--- config.mk ---
export PLATFORM = sky130hd
export DESIGN_NAME = id_ex_skid_stage
export DESIGN_NICKNAME = d
export VERILOG_FILES = /design/src/rtl/id_ex_skid_stage.sv
export SDC_FILE = /design/constraint.sdc
export NUM_CORES = 1
export LEC_CHECK = 0
export ABC_AREA = 1
export CORE_MARGIN = 2
export CORE_UTILIZATION = 40
export CTS_BUF_LIST = sky130_fd_sc_hd__clkbuf_16
export DETAILED_ROUTE_END_ITERATION = 12
export HOLD_SLACK_MARGIN = 0.08
export PLACE_DENSITY = 0.66
export SETUP_SLACK_MARGIN = 0.1
export SKIP_CTS_REPAIR_TIMING = 1
export SLEW_MARGIN = 20
export SYNTH_ARGS = -nofsm -noshare
export SYNTH_HDL_FRONTEND = slang
export SYNTH_SLANG_ARGS = --single-unit
--- constraint.sdc ---
create_clock -name clk -period 21.6 [get_ports clk]
set_input_delay 4.32 -clock clk [delete_from_list [all_inputs] [get_ports clk]]
set_output_delay 4.32 -clock clk [all_outputs]
set_load 0.005 [all_outputs]
--- src/rtl/id_ex_skid_stage.sv ---
// ID/EX stage: main + skid register pair, 1-cycle latency, registered in_ready (= !skid valid).
// An out_ready stall parks one beat in skid; flush drops both entries and zeroes the bundle.
module id_ex_skid_stage #(
  parameter int DATA_WIDTH = 32,
  parameter int ADDR_W     = 5,
  parameter int CTRL_W     = 9,
  parameter int CNT_W      = 16
) (
  input  logic                  clk,
  input  logic                  rst,
  input  logic                  flush,
  input  logic                  in_valid,
  output logic                  in_ready,
  input  logic [CTRL_W-1:0]     in_ctrl,
  input  logic [DATA_WIDTH-1:0] in_rd1,
  input  logic [DATA_WIDTH-1:0] in_rd2,
  input  logic [DATA_WIDTH-1:0] in_imm,
  input  logic [DATA_WIDTH-1:0] in_pc4,
  input  logic [ADDR_W-1:0]     in_rs,
  input  logic [ADDR_W-1:0]     in_rt,
  input  logic [ADDR_W-1:0]     in_rd,
  output logic                  out_valid,
  input  logic                  out_ready,
  output logic [CTRL_W-1:0]     out_ctrl,
  output logic [DATA_WIDTH-1:0] out_rd1,
  output logic [DATA_WIDTH-1:0] out_rd2,
  output logic [DATA_WIDTH-1:0] out_imm,
  output logic [DATA_WIDTH-1:0] out_pc4,
  output logic [ADDR_W-1:0]     out_rs,
  output logic [ADDR_W-1:0]     out_rt,
  output logic [ADDR_W-1:0]     out_rd,
  output logic [CNT_W-1:0]      bubble_cnt,
  output logic [CNT_W-1:0]      flush_cnt
);

  typedef struct packed {
    logic [CTRL_W-1:0]     ctrl;
    logic [DATA_WIDTH-1:0] rd1;
    logic [DATA_WIDTH-1:0] rd2;
    logic [DATA_WIDTH-1:0] imm;
    logic [DATA_WIDTH-1:0] pc4;
    logic [ADDR_W-1:0]     rs;
    logic [ADDR_W-1:0]     rt;
    logic [ADDR_W-1:0]     rd;
  } beat_t;

  localparam logic [CNT_W-1:0] CNT_MAX = '1;

  beat_t            in_beat;
  beat_t            main_q, main_d;
  beat_t            skid_q, skid_d;
  logic             main_vld_q, main_vld_d;
  logic             skid_vld_q, skid_vld_d;
  logic             in_rdy_q, in_rdy_d;
  logic [CNT_W-1:0] bubble_cnt_q, bubble_cnt_d;
  logic [CNT_W-1:0] flush_cnt_q, flush_cnt_d;
  logic             in_fire;
  logic             out_fire;

  assign in_beat = '{ctrl: in_ctrl, rd1: in_rd1, rd2: in_rd2, imm: in_imm,
                     pc4: in_pc4, rs: in_rs, rt: in_rt, rd: in_rd};

  assign in_fire  = in_valid & in_rdy_q;
  assign out_fire = main_vld_q & out_ready;

  // Empty entries always hold zero so the output bundle decodes as a NOP.
  always_comb begin
    main_d     = main_q;
    skid_d     = skid_q;
    main_vld_d = main_vld_q;
    skid_vld_d = skid_vld_q;
    if (flush) begin
      main_d     = '0;
      skid_d     = '0;
      main_vld_d = 1'b0;
      skid_vld_d = 1'b0;
    end else if (!main_vld_q) begin
      if (in_fire) begin
        main_d     = in_beat;
        main_vld_d = 1'b1;
      end
    end else if (out_fire) begin
      if (skid_vld_q) begin
        main_d     = skid_q;
        skid_d     = '0;
        skid_vld_d = 1'b0;
      end else if (in_fire) begin
        main_d     = in_beat;
      end else begin
        main_d     = '0;
        main_vld_d = 1'b0;
      end
    end else if (in_fire) begin
      skid_d     = in_beat;
      skid_vld_d = 1'b1;
    end
  end

  always_comb begin
    in_rdy_d     = !skid_vld_d;
    bubble_cnt_d = bubble_cnt_q;
    flush_cnt_d  = flush_cnt_q;
    if (!main_vld_q && bubble_cnt_q != CNT_MAX) bubble_cnt_d = bubble_cnt_q + 1'b1;
    if (flush && flush_cnt_q != CNT_MAX)        flush_cnt_d  = flush_cnt_q + 1'b1;
  end

  always_ff @(posedge clk or posedge rst) begin
    if (rst) begin
      main_q       <= '0;
      skid_q       <= '0;
      main_vld_q   <= 1'b0;
      skid_vld_q   <= 1'b0;
      in_rdy_q     <= 1'b1;
      bubble_cnt_q <= '0;
      flush_cnt_q  <= '0;
    end else begin
      main_q       <= main_d;
      skid_q       <= skid_d;
      main_vld_q   <= main_vld_d;
      skid_vld_q   <= skid_vld_d;
      in_rdy_q     <= in_rdy_d;
      bubble_cnt_q <= bubble_cnt_d;
      flush_cnt_q  <= flush_cnt_d;
    end
  end

  assign in_ready   = in_rdy_q;
  assign out_valid  = main_vld_q;
  assign out_ctrl   = main_q.ctrl;
  assign out_rd1    = main_q.rd1;
  assign out_rd2    = main_q.rd2;
  assign out_imm    = main_q.imm;
  assign out_pc4    = main_q.pc4;
  assign out_rs     = main_q.rs;
  assign out_rt     = main_q.rt;
  assign out_rd     = main_q.rd;
  assign bubble_cnt = bubble_cnt_q;
  assign flush_cnt  = flush_cnt_q;

endmodule

==> results.rst, run 1 <==
.. list-table::
   :header-rows: 1

   * - Metric
     - Value
   * - Quantity of I/O buffers inserted on ports
     - 342
   * - Result of the run
     - finished clean
   * - Routed wire length
     - ~42000 um
   * - Type of element launching the critical path
     - input port
   * - Initial antenna violation count
     - 2
   * - Peak per-stage delay on the critical path
     - between 0.8 and 0.9 ns
   * - VDD IR-drop max
     - roughly 0.043 mV
   * - Clock tree from TritonCTS
     - done
   * - Required time of the worst setup path
     - 22.03 ns
   * - Final cycle utilization of the critical path
     - 34.2%
   * - Fraction of the mapped netlist area in compound gates
     - about 17%
   * - Total congestion overflow
     - 0
   * - Setup Viol. Count Final
     - 0
   * - Clock slew at the register clock pins of the worst setup and hold paths
     - around 0.06 ns
   * - Post-DRT Antenna Nets
     - 0
   * - Y dimension of the die
     - 201 um
   * - Worst setup margin
     - between 10 and 15 ns
   * - Average wire per cell in the routed design
     - 15.3 um
   * - First-pass iteration count of the detailed router
     - 5
   * - Number of flops mapped to enable cells by yosys
     - 0
   * - IO Count
     - approximately 340
   * - Mux contribution to synthesized area
     - 0%
   * - Parity-gate share of the synthesized area counting xor and xnor cells
     - less than 1%
   * - Setup TNS
     - 0 ns
   * - Max-cap viol count
     - 0
   * - Pin count of the biggest net entering global routing
     - 127
   * - Final-stage net count
     - around 2400
   * - Die width
     - 201 um
   * - Cell with the largest stage delay on the worst path
     - sky130_fd_sc_hd__buf_4
   * - Final Max Slew Viols
     - 0
   * - Worst hold margin
     - a little over 0.5 ns
   * - Standard-cell rows
     - 72
   * - Category of the critical setup timing path
     - input port to flip-flop
   * - Cell Area, Synth
     - between 0.015 and 0.02 sq mm
   * - Global Route Usage Sum
     - between 20% and 30%
   * - Slew @ Worst Pin
     - 1.13 ns
   * - WP data arrival
     - between 7 and 8 ns
   * - Die ar.
     - between 0.04 and 0.05 sq mm
   * - Number of vias after detailed routing
     - between 10000 and 15000
   * - CORE AREA
     - a little under 0.04 sq mm
   * - Share of synthesized cell area in and, or, nand and nor gates
     - between 10% and 20%
   * - Maximum clock frequency
     - about 140 MHz
   * - Clock net sink count
     - ~340
   * - Root buf cell
     - sky130_fd_sc_hd__clkbuf_16
   * - Fraction of layout instances using a drive strength above 1
     - between 3 and 4%
   * - Async set or reset register ratio after synthesis
     - 100%
   * - Yosys warning count
     - 0
   * - Minimum clock period
     - between 7 and 8 ns
   * - Largest fanout on the critical path
     - between 70 and 80
   * - Area growth syn-to-layout
     - 31.1%
   * - Highest-count cells in the layout ignoring fill and taps
     - 491 x sky130_fd_sc_hd__inv_1, 439 x sky130_fd_sc_hd__nand2_1, 342 x sky130_fd_sc_hd__clkdlybuf4s50_1, 338 x sky130_fd_sc_hd__dfrtp_1, 261 x sky130_fd_sc_hd__o21ai_0
   * - Initial Utilization
     - between 40% and 50%
   * - Via count of the first global-routing pass
     - about 13000
   * - Hold Fails Final Rpt
     - 0
   * - Areal power density over the cells
     - 78.2 mW/mm^2
   * - Post-synthesis sequential area ratio
     - 54.5%
   * - Most common library cell in the layout ignoring fill and taps
     - sky130_fd_sc_hd__inv_1
   * - Adder-Cell Fraction of Synth Area
     - less than 1%
   * - Most Frequent Cell on Critical Path
     - sky130_fd_sc_hd__buf_4
   * - Headroom to the max-slew limit
     - around a quarter
   * - Total number of H-tree levels
     - 2
   * - Final Skew
     - 0.0150 ns
   * - Post-synthesis area per instance
     - 8.06 sq um
   * - Yosys cell types
     - 28
   * - Primary flip-flop cell chosen by synthesis mapping
     - sky130_fd_sc_hd__dfrtp_1
   * - Remaining DRCs
     - 0
   * - Latest clock arrival within the worst-skew pair
     - approximately 0.53 ns
   * - Synth Net Count
     - 2091
   * - Count of routing violations after the opening detailed-route iteration
     - 870
   * - Number of buffers between clock root and the deepest sink
     - 3
   * - Leak pwr
     - around 9.7 nW
   * - Cells along the critical path
     - clkdlybuf4s50_1 > a21oi_4 > o21ai_4 > buf_4 > nand2_2 > nor2_4 > buf_4 > buf_4 > nand2_1 > o21ai_1
   * - Classification of the worst-slack hold path
     - flip-flop to flip-flop
   * - First-pass GRT wire length
     - approximately 70000 um
   * - Cells after Synth
     - approximately 1900
   * - Num CTS Buffers
     - 38
   * - Routability congestion estimate from global placement
     - 0.826
   * - Ratio of routed vias to standard cells
     - 4.83
   * - Flip-flop and latch count after synthesis
     - roughly 340
   * - DP HPWL
     - 26600 um
   * - Main combinational cell family by area after synthesis
     - compound AO/OA/AOI/OAI gates
   * - Worst-case setup slack after placement
     - between 10 and 15 ns
   * - Category of the worst setup path capture point
     - flip-flop
   * - Setup repair after global routing missed its margin
     - no
==> power by group <==
part	leakage (nW)	internal [mW]	switching, mW
Clock	0.596	0.361	0.254
Combinational	4.54	0.132	0.127
Sequential	4.56	0.684	0.0406
==> registers in the layout, summed over array words and instances, names as in the netlist, 5 cells and up <==
name,count
flush_cnt,16
out_pc4,32
skid_q,152
bubble_cnt,16
out_rs,5
out_ctrl,9
out_rt,5
out_imm,32
out_rd2,32
out_rd1,32
out_rd,5
==> Yosys cell counts, types with 2 or more instances <==
library cell               instances  area (sq um)
sky130_fd_sc_hd__nand2_1         441          1660
sky130_fd_sc_hd__o22ai_1         152           951
sky130_fd_sc_hd__buf_6             9           101
sky130_fd_sc_hd__ha_1              2          25.0
sky130_fd_sc_hd__buf_4             2          15.0
sky130_fd_sc_hd__o21ai_0         262          1310
sky130_fd_sc_hd__inv_1           485          1820
sky130_fd_sc_hd__o21ai_1          55           275
sky130_fd_sc_hd__buf_2            54           270
sky130_fd_sc_hd__nand3_1          17          85.1
sky130_fd_sc_hd__dfrtp_1         338          8460
sky130_fd_sc_hd__clkbuf_1         37           139
sky130_fd_sc_hd__nand3b_1          2          15.0
sky130_fd_sc_hd__nand4_1          11          68.8
sky130_fd_sc_hd__xnor2_1           8          70.1
sky130_fd_sc_hd__nor2_1           41           154
sky130_fd_sc_hd__xor2_1            5          43.8
==> logic make-up (layout without fill, tap and decap cells) <==
group                      Yosys count  after routing
AOI/OAI and AO/OA                  474            474
xor gates and xnor gates            13             13
adders and majority gates            2              2
buffers and inverters              588            905
DFF                                339            339
other                                0              1
and+or+nand+nor                    516            516
==> path summary, 6_finish.rpt <==
kind	cells after the start	slack (ns)	startpoint	end
min	2	0.52	skid_q[70]	skid_q[70]
min reg2reg	2	0.52	skid_q[70]	skid_q[70]
min in group asynchronous	2	4.34	rst	flush_cnt[14]
max	10	14.22	flush	out_pc4[20]
max reg2reg	9	18.03	out_valid	out_pc4[20]
max in group asynchronous	4	15.10	rst	skid_q[90]
==> worst max-delay path, delay by kind of cell <==
| family | cells | cell delay [ns] |
|---|---|---|
| AND/OR/NAND/NOR | 3 | 0.35 |
| AO/OA/AOI/OAI | 3 | 0.29 |
| buffers and inverters | 4 | 2.75 |
==> stage by stage <==
step	cell area (sq um)	total power [mW]	util, %	cells
2_1_floorplan	15600	0.844	-	1932
3_3_place_gp	19200	0.991	49.9	2702
3_5_place_dp	19200	0.995	49.9	2702
4_1_cts	20400	1.62	52.9	2767
5_1_grt	20400	1.68	53.0	2768
6_report	20400	1.60	53.0	2768
==> area by class of cell <==
type / instances / area [sq um]
inverters: 486 / 1830
multi-input cells: 1005 / 4770
clock inverters: 26 / 190
flip-flops and latches: 339 / 8480
repair buffers: 354 / 3520
clock buffers: 39 / 976
diodes: 1 / 2.50
fillers: 3706 / 18100
well taps: 518 / 648
==> routing by layer <==
metal / part of all wire (%) / wire (um) / vias to the layer above / global-route usage [%]
li1: - / - / 6548 / -
met1: 45 / 19000 / 6405 / 28.6
met2: 47 / 20000 / 351 / 34.0
met3: 5.8 / 2440 / 55 / 4.20
met4: 2.1 / 903 / 2 / 5.54
met5: 0.031 / 13 / - / 0
Power figures use the tool's default switching activity.
==> run 2: changes to the inputs <==
- PLACE_DENSITY: 0.66 -> 0.68
- clock period: 21.6 -> 6.6 ns (I/O delays scaled with it)
==> run 2 against run 1 <==
Critical path depth shrank 4. Clock skew decreased by 0.0033 ns. Sequential share of layout area decreased by 0.19 points. Clock power rose to 3.5 times the previous value. Non-clock buffer count grew 1. Setup slack worse by 11 ns. Sequential cell count stayed put. Via count increased by 0.20%. Count of clock-buffer cells in the layout stayed put. Cell count unchanged. Utilization is 0.24 points higher.
==> results.rst, run 2 (same netlist as run 1, synthesis figures left out) <==
.. list-table::
   :header-rows: 1

   * - Metric
     - Value
   * - Result of the run
     - finished clean
   * - Standard-cell rows
     - 72 (unchanged)
   * - Worst-case setup slack after placement
     - 2.51 ns (-11.10 ns)
   * - DP HPWL
     - 27400 um (+3.1%)
   * - Clock tree from TritonCTS
     - done
   * - Post-DRT Antenna Nets
     - 0 (unchanged)
   * - CORE AREA
     - 0.0386 sq mm (unchanged)
   * - Die width
     - 201 um (unchanged)
   * - VDD IR-drop max
     - 0.181 mV (+320%)
   * - Category of the worst setup path capture point
     - flip-flop
   * - Category of the critical setup timing path
     - input port to flip-flop
   * - Area growth syn-to-layout
     - 31.7%
   * - Y dimension of the die
     - 201 um (unchanged)
   * - Clock slew at the register clock pins of the worst setup and hold paths
     - 0.06 ns (about the same)
   * - IO Count
     - 343 (unchanged)
   * - Type of element launching the critical path
     - input port
   * - Die ar.
     - 0.0405 sq mm (unchanged)
   * - Final-stage net count
     - 2384 (+0.042%)
   * - Setup repair after global routing missed its margin
     - no
   * - Global Route Usage Sum
     - 21.3% (+0.35 points)
   * - Setup Viol. Count Final
     - 0 (unchanged)
   * - Post-layout util
     - 53.2% (+0.24 points)
   * - Max-cap viol count
     - 0 (unchanged)
   * - Crit path buf inv count
     - 3 (-1)
   * - Most Frequent Cell on Critical Path
     - sky130_fd_sc_hd__buf_4
   * - Initial Utilization
     - 40.4% (unchanged)
   * - Required time of the worst setup path
     - 6.98 ns (-15.05 ns)
   * - Clock net sink count
     - 339 (unchanged)
   * - Initial antenna violation count
     - 3 (+1)
   * - Pin count of the biggest net entering global routing
     - 198 (+56%)
   * - Cell with the largest stage delay on the worst path
     - sky130_fd_sc_hd__buf_4
   * - Largest fanout on the critical path
     - 87 (+13%)
   * - Num CTS Buffers
     - 38 (unchanged)
   * - Cell class contributing the biggest share of worst-path delay
     - buffers and inverters
   * - Register name with the most flops
     - skid_q
   * - Peak per-stage delay on the critical path
     - 0.74 ns (-0.07 ns)
   * - Final Max Slew Viols
     - 0 (unchanged)
   * - Minimum clock period
     - 3.50 ns
   * - Ratio of routed vias to standard cells
     - 4.84 (+0.20%)
   * - Latest clock arrival within the worst-skew pair
     - 0.55 ns (+0.02 ns)
   * - First-pass GRT wire length
     - 70100 um (+0.43%)
   * - Areal power density over the cells
     - 260 mW/mm^2 (+230%)
   * - Quantity of I/O buffers inserted on ports
     - 342 (unchanged)
   * - Maximum clock frequency
     - ~290 MHz
   * - Leak pwr
     - 9.74 nW (+0.45%)
   * - Total congestion overflow
     - 0 (unchanged)
   * - Via count of the first global-routing pass
     - 13504 (+2.7%)
   * - First-pass iteration count of the detailed router
     - 5 (unchanged)
   * - Final Skew
     - 0.0116 ns (-0.00333 ns)
   * - Setup TNS
     - 0 ns (unchanged)
   * - Final cycle utilization of the critical path
     - between 50% and 60%
   * - Worst setup margin
     - 3.10 ns (-11.12 ns)
   * - Average wire per cell in the routed design
     - 15.5 um (+1.0%)
   * - Hold Fails Final Rpt
     - 0 (unchanged)
   * - Remaining DRCs
     - 0 (unchanged)
   * - Number of vias after detailed routing
     - 13388 (+0.20%)
   * - Routability congestion estimate from global placement
     - 0.817 (-1.1%)
   * - Headroom to the max-slew limit
     - 29.9% (+5.0 points)
   * - Root buf cell
     - sky130_fd_sc_hd__clkbuf_16
   * - Cells along the critical path
     - clkdlybuf4s50_1 > a21oi_4 > o21ai_4 > buf_4 > buf_4 > o21ai_0
   * - Classification of the worst-slack hold path
     - flip-flop to flip-flop
   * - Number of buffers between clock root and the deepest sink
     - 3 (unchanged)
   * - Count of routing violations after the opening detailed-route iteration
     - 770 (-11%)
   * - Most common library cell in the layout ignoring fill and taps
     - sky130_fd_sc_hd__inv_1
   * - WP data arrival
     - 3.88 ns (-3.93 ns)
   * - Routed wire length
     - 42800 um (+1.0%)
   * - Total number of H-tree levels
     - 2 (unchanged)
   * - Fraction of layout instances using a drive strength above 1
     - 3.51% (+0.27 points)
   * - Largest register FFs
     - 152 (unchanged)
   * - Highest-count cells in the layout ignoring fill and taps
     - 490 x sky130_fd_sc_hd__inv_1, 439 x sky130_fd_sc_hd__nand2_1, 342 x sky130_fd_sc_hd__clkdlybuf4s50_1, 338 x sky130_fd_sc_hd__dfrtp_1, 261 x sky130_fd_sc_hd__o21ai_0
   * - Slew @ Worst Pin
     - 1.05 ns (-0.0744 ns)
==> run 2: cell count changes in the layout (fill, tap and decap cells not counted) <==
cell / change
sky130_fd_sc_hd__diode_2: +1
sky130_fd_sc_hd__clkinv_1: -6
sky130_fd_sc_hd__clkinv_2: +4
sky130_fd_sc_hd__buf_12: +4
sky130_fd_sc_hd__inv_8: -1
sky130_fd_sc_hd__inv_1: -1
sky130_fd_sc_hd__bufinv_16: +2
sky130_fd_sc_hd__buf_6: -3
==> run 2: final timing paths <==
kind,depth (start not counted),to,start,slack [ns]
setup / recovery,6,out_pc4[7],flush,3.10
hold / removal,2,skid_q[38],skid_q[38],0.52
hold reg to reg,2,skid_q[38],skid_q[38],0.52
min in group asynchronous,2,out_imm[9],rst,1.29
max in group asynchronous,3,skid_q[100],rst,4.02
setup reg to reg,5,out_pc4[7],out_valid,3.88
==> run 2: worst min-delay path, delay by kind of cell, from the launching register on <==
| kind | cells | cell delay [ns] |
|---|---|---|
| compound gates | 1 | 0.11 |
| flops | 1 | 0.32 |
| buf+inv | 1 | 0.04 |
==> run 2: area by class of cell <==
class                           instances  area (sq um)
Fill cell                            3572         18000
Tap cell                              518           648
Timing Repair Buffer                  355          3570
Antenna cell                            2          5.00
Sequential cell                       339          8480
Clock buffer                           39           976
Clock inverter                         24           236
Multi-Input combinational cell       1005          4770
Inverter                              486          1830
==> run 2: metrics by stage <==
step | total power, mW | std cells | hold WS (ns) | instance area, sq um
2_1_floorplan | 2.76 | 1932 | 0.488 | 15600
3_3_place_gp | 3.24 | 2703 | 0.499 | 19300
3_5_place_dp | 3.26 | 2703 | 0.505 | 19300
4_1_cts | 5.40 | 2766 | 0.521 | 20500
5_1_grt | 5.59 | 2767 | 0.530 | 20500
6_report | 5.34 | 2768 | 0.518 | 20500
==> run 2: layer usage <==
layer	global-route usage, %	up-vias	routed length (um)	share of wire [%]
met5	0	-	13	0.030
met4	9.93	2	1740	4.1
met3	4.88	95	2840	6.6
met2	34.0	392	19700	46
met1	27.5	6357	18500	43
li1	-	6542	-	-
==> run 2: power breakdown <==
group / internal, mW / total (mW) / switching [mW]
clock network: 1.26 / 2.12 / 0.857
logic: 0.434 / 0.855 / 0.421
registers: 2.24 / 2.37 / 0.129
total: 3.93 / 5.34 / 1.41
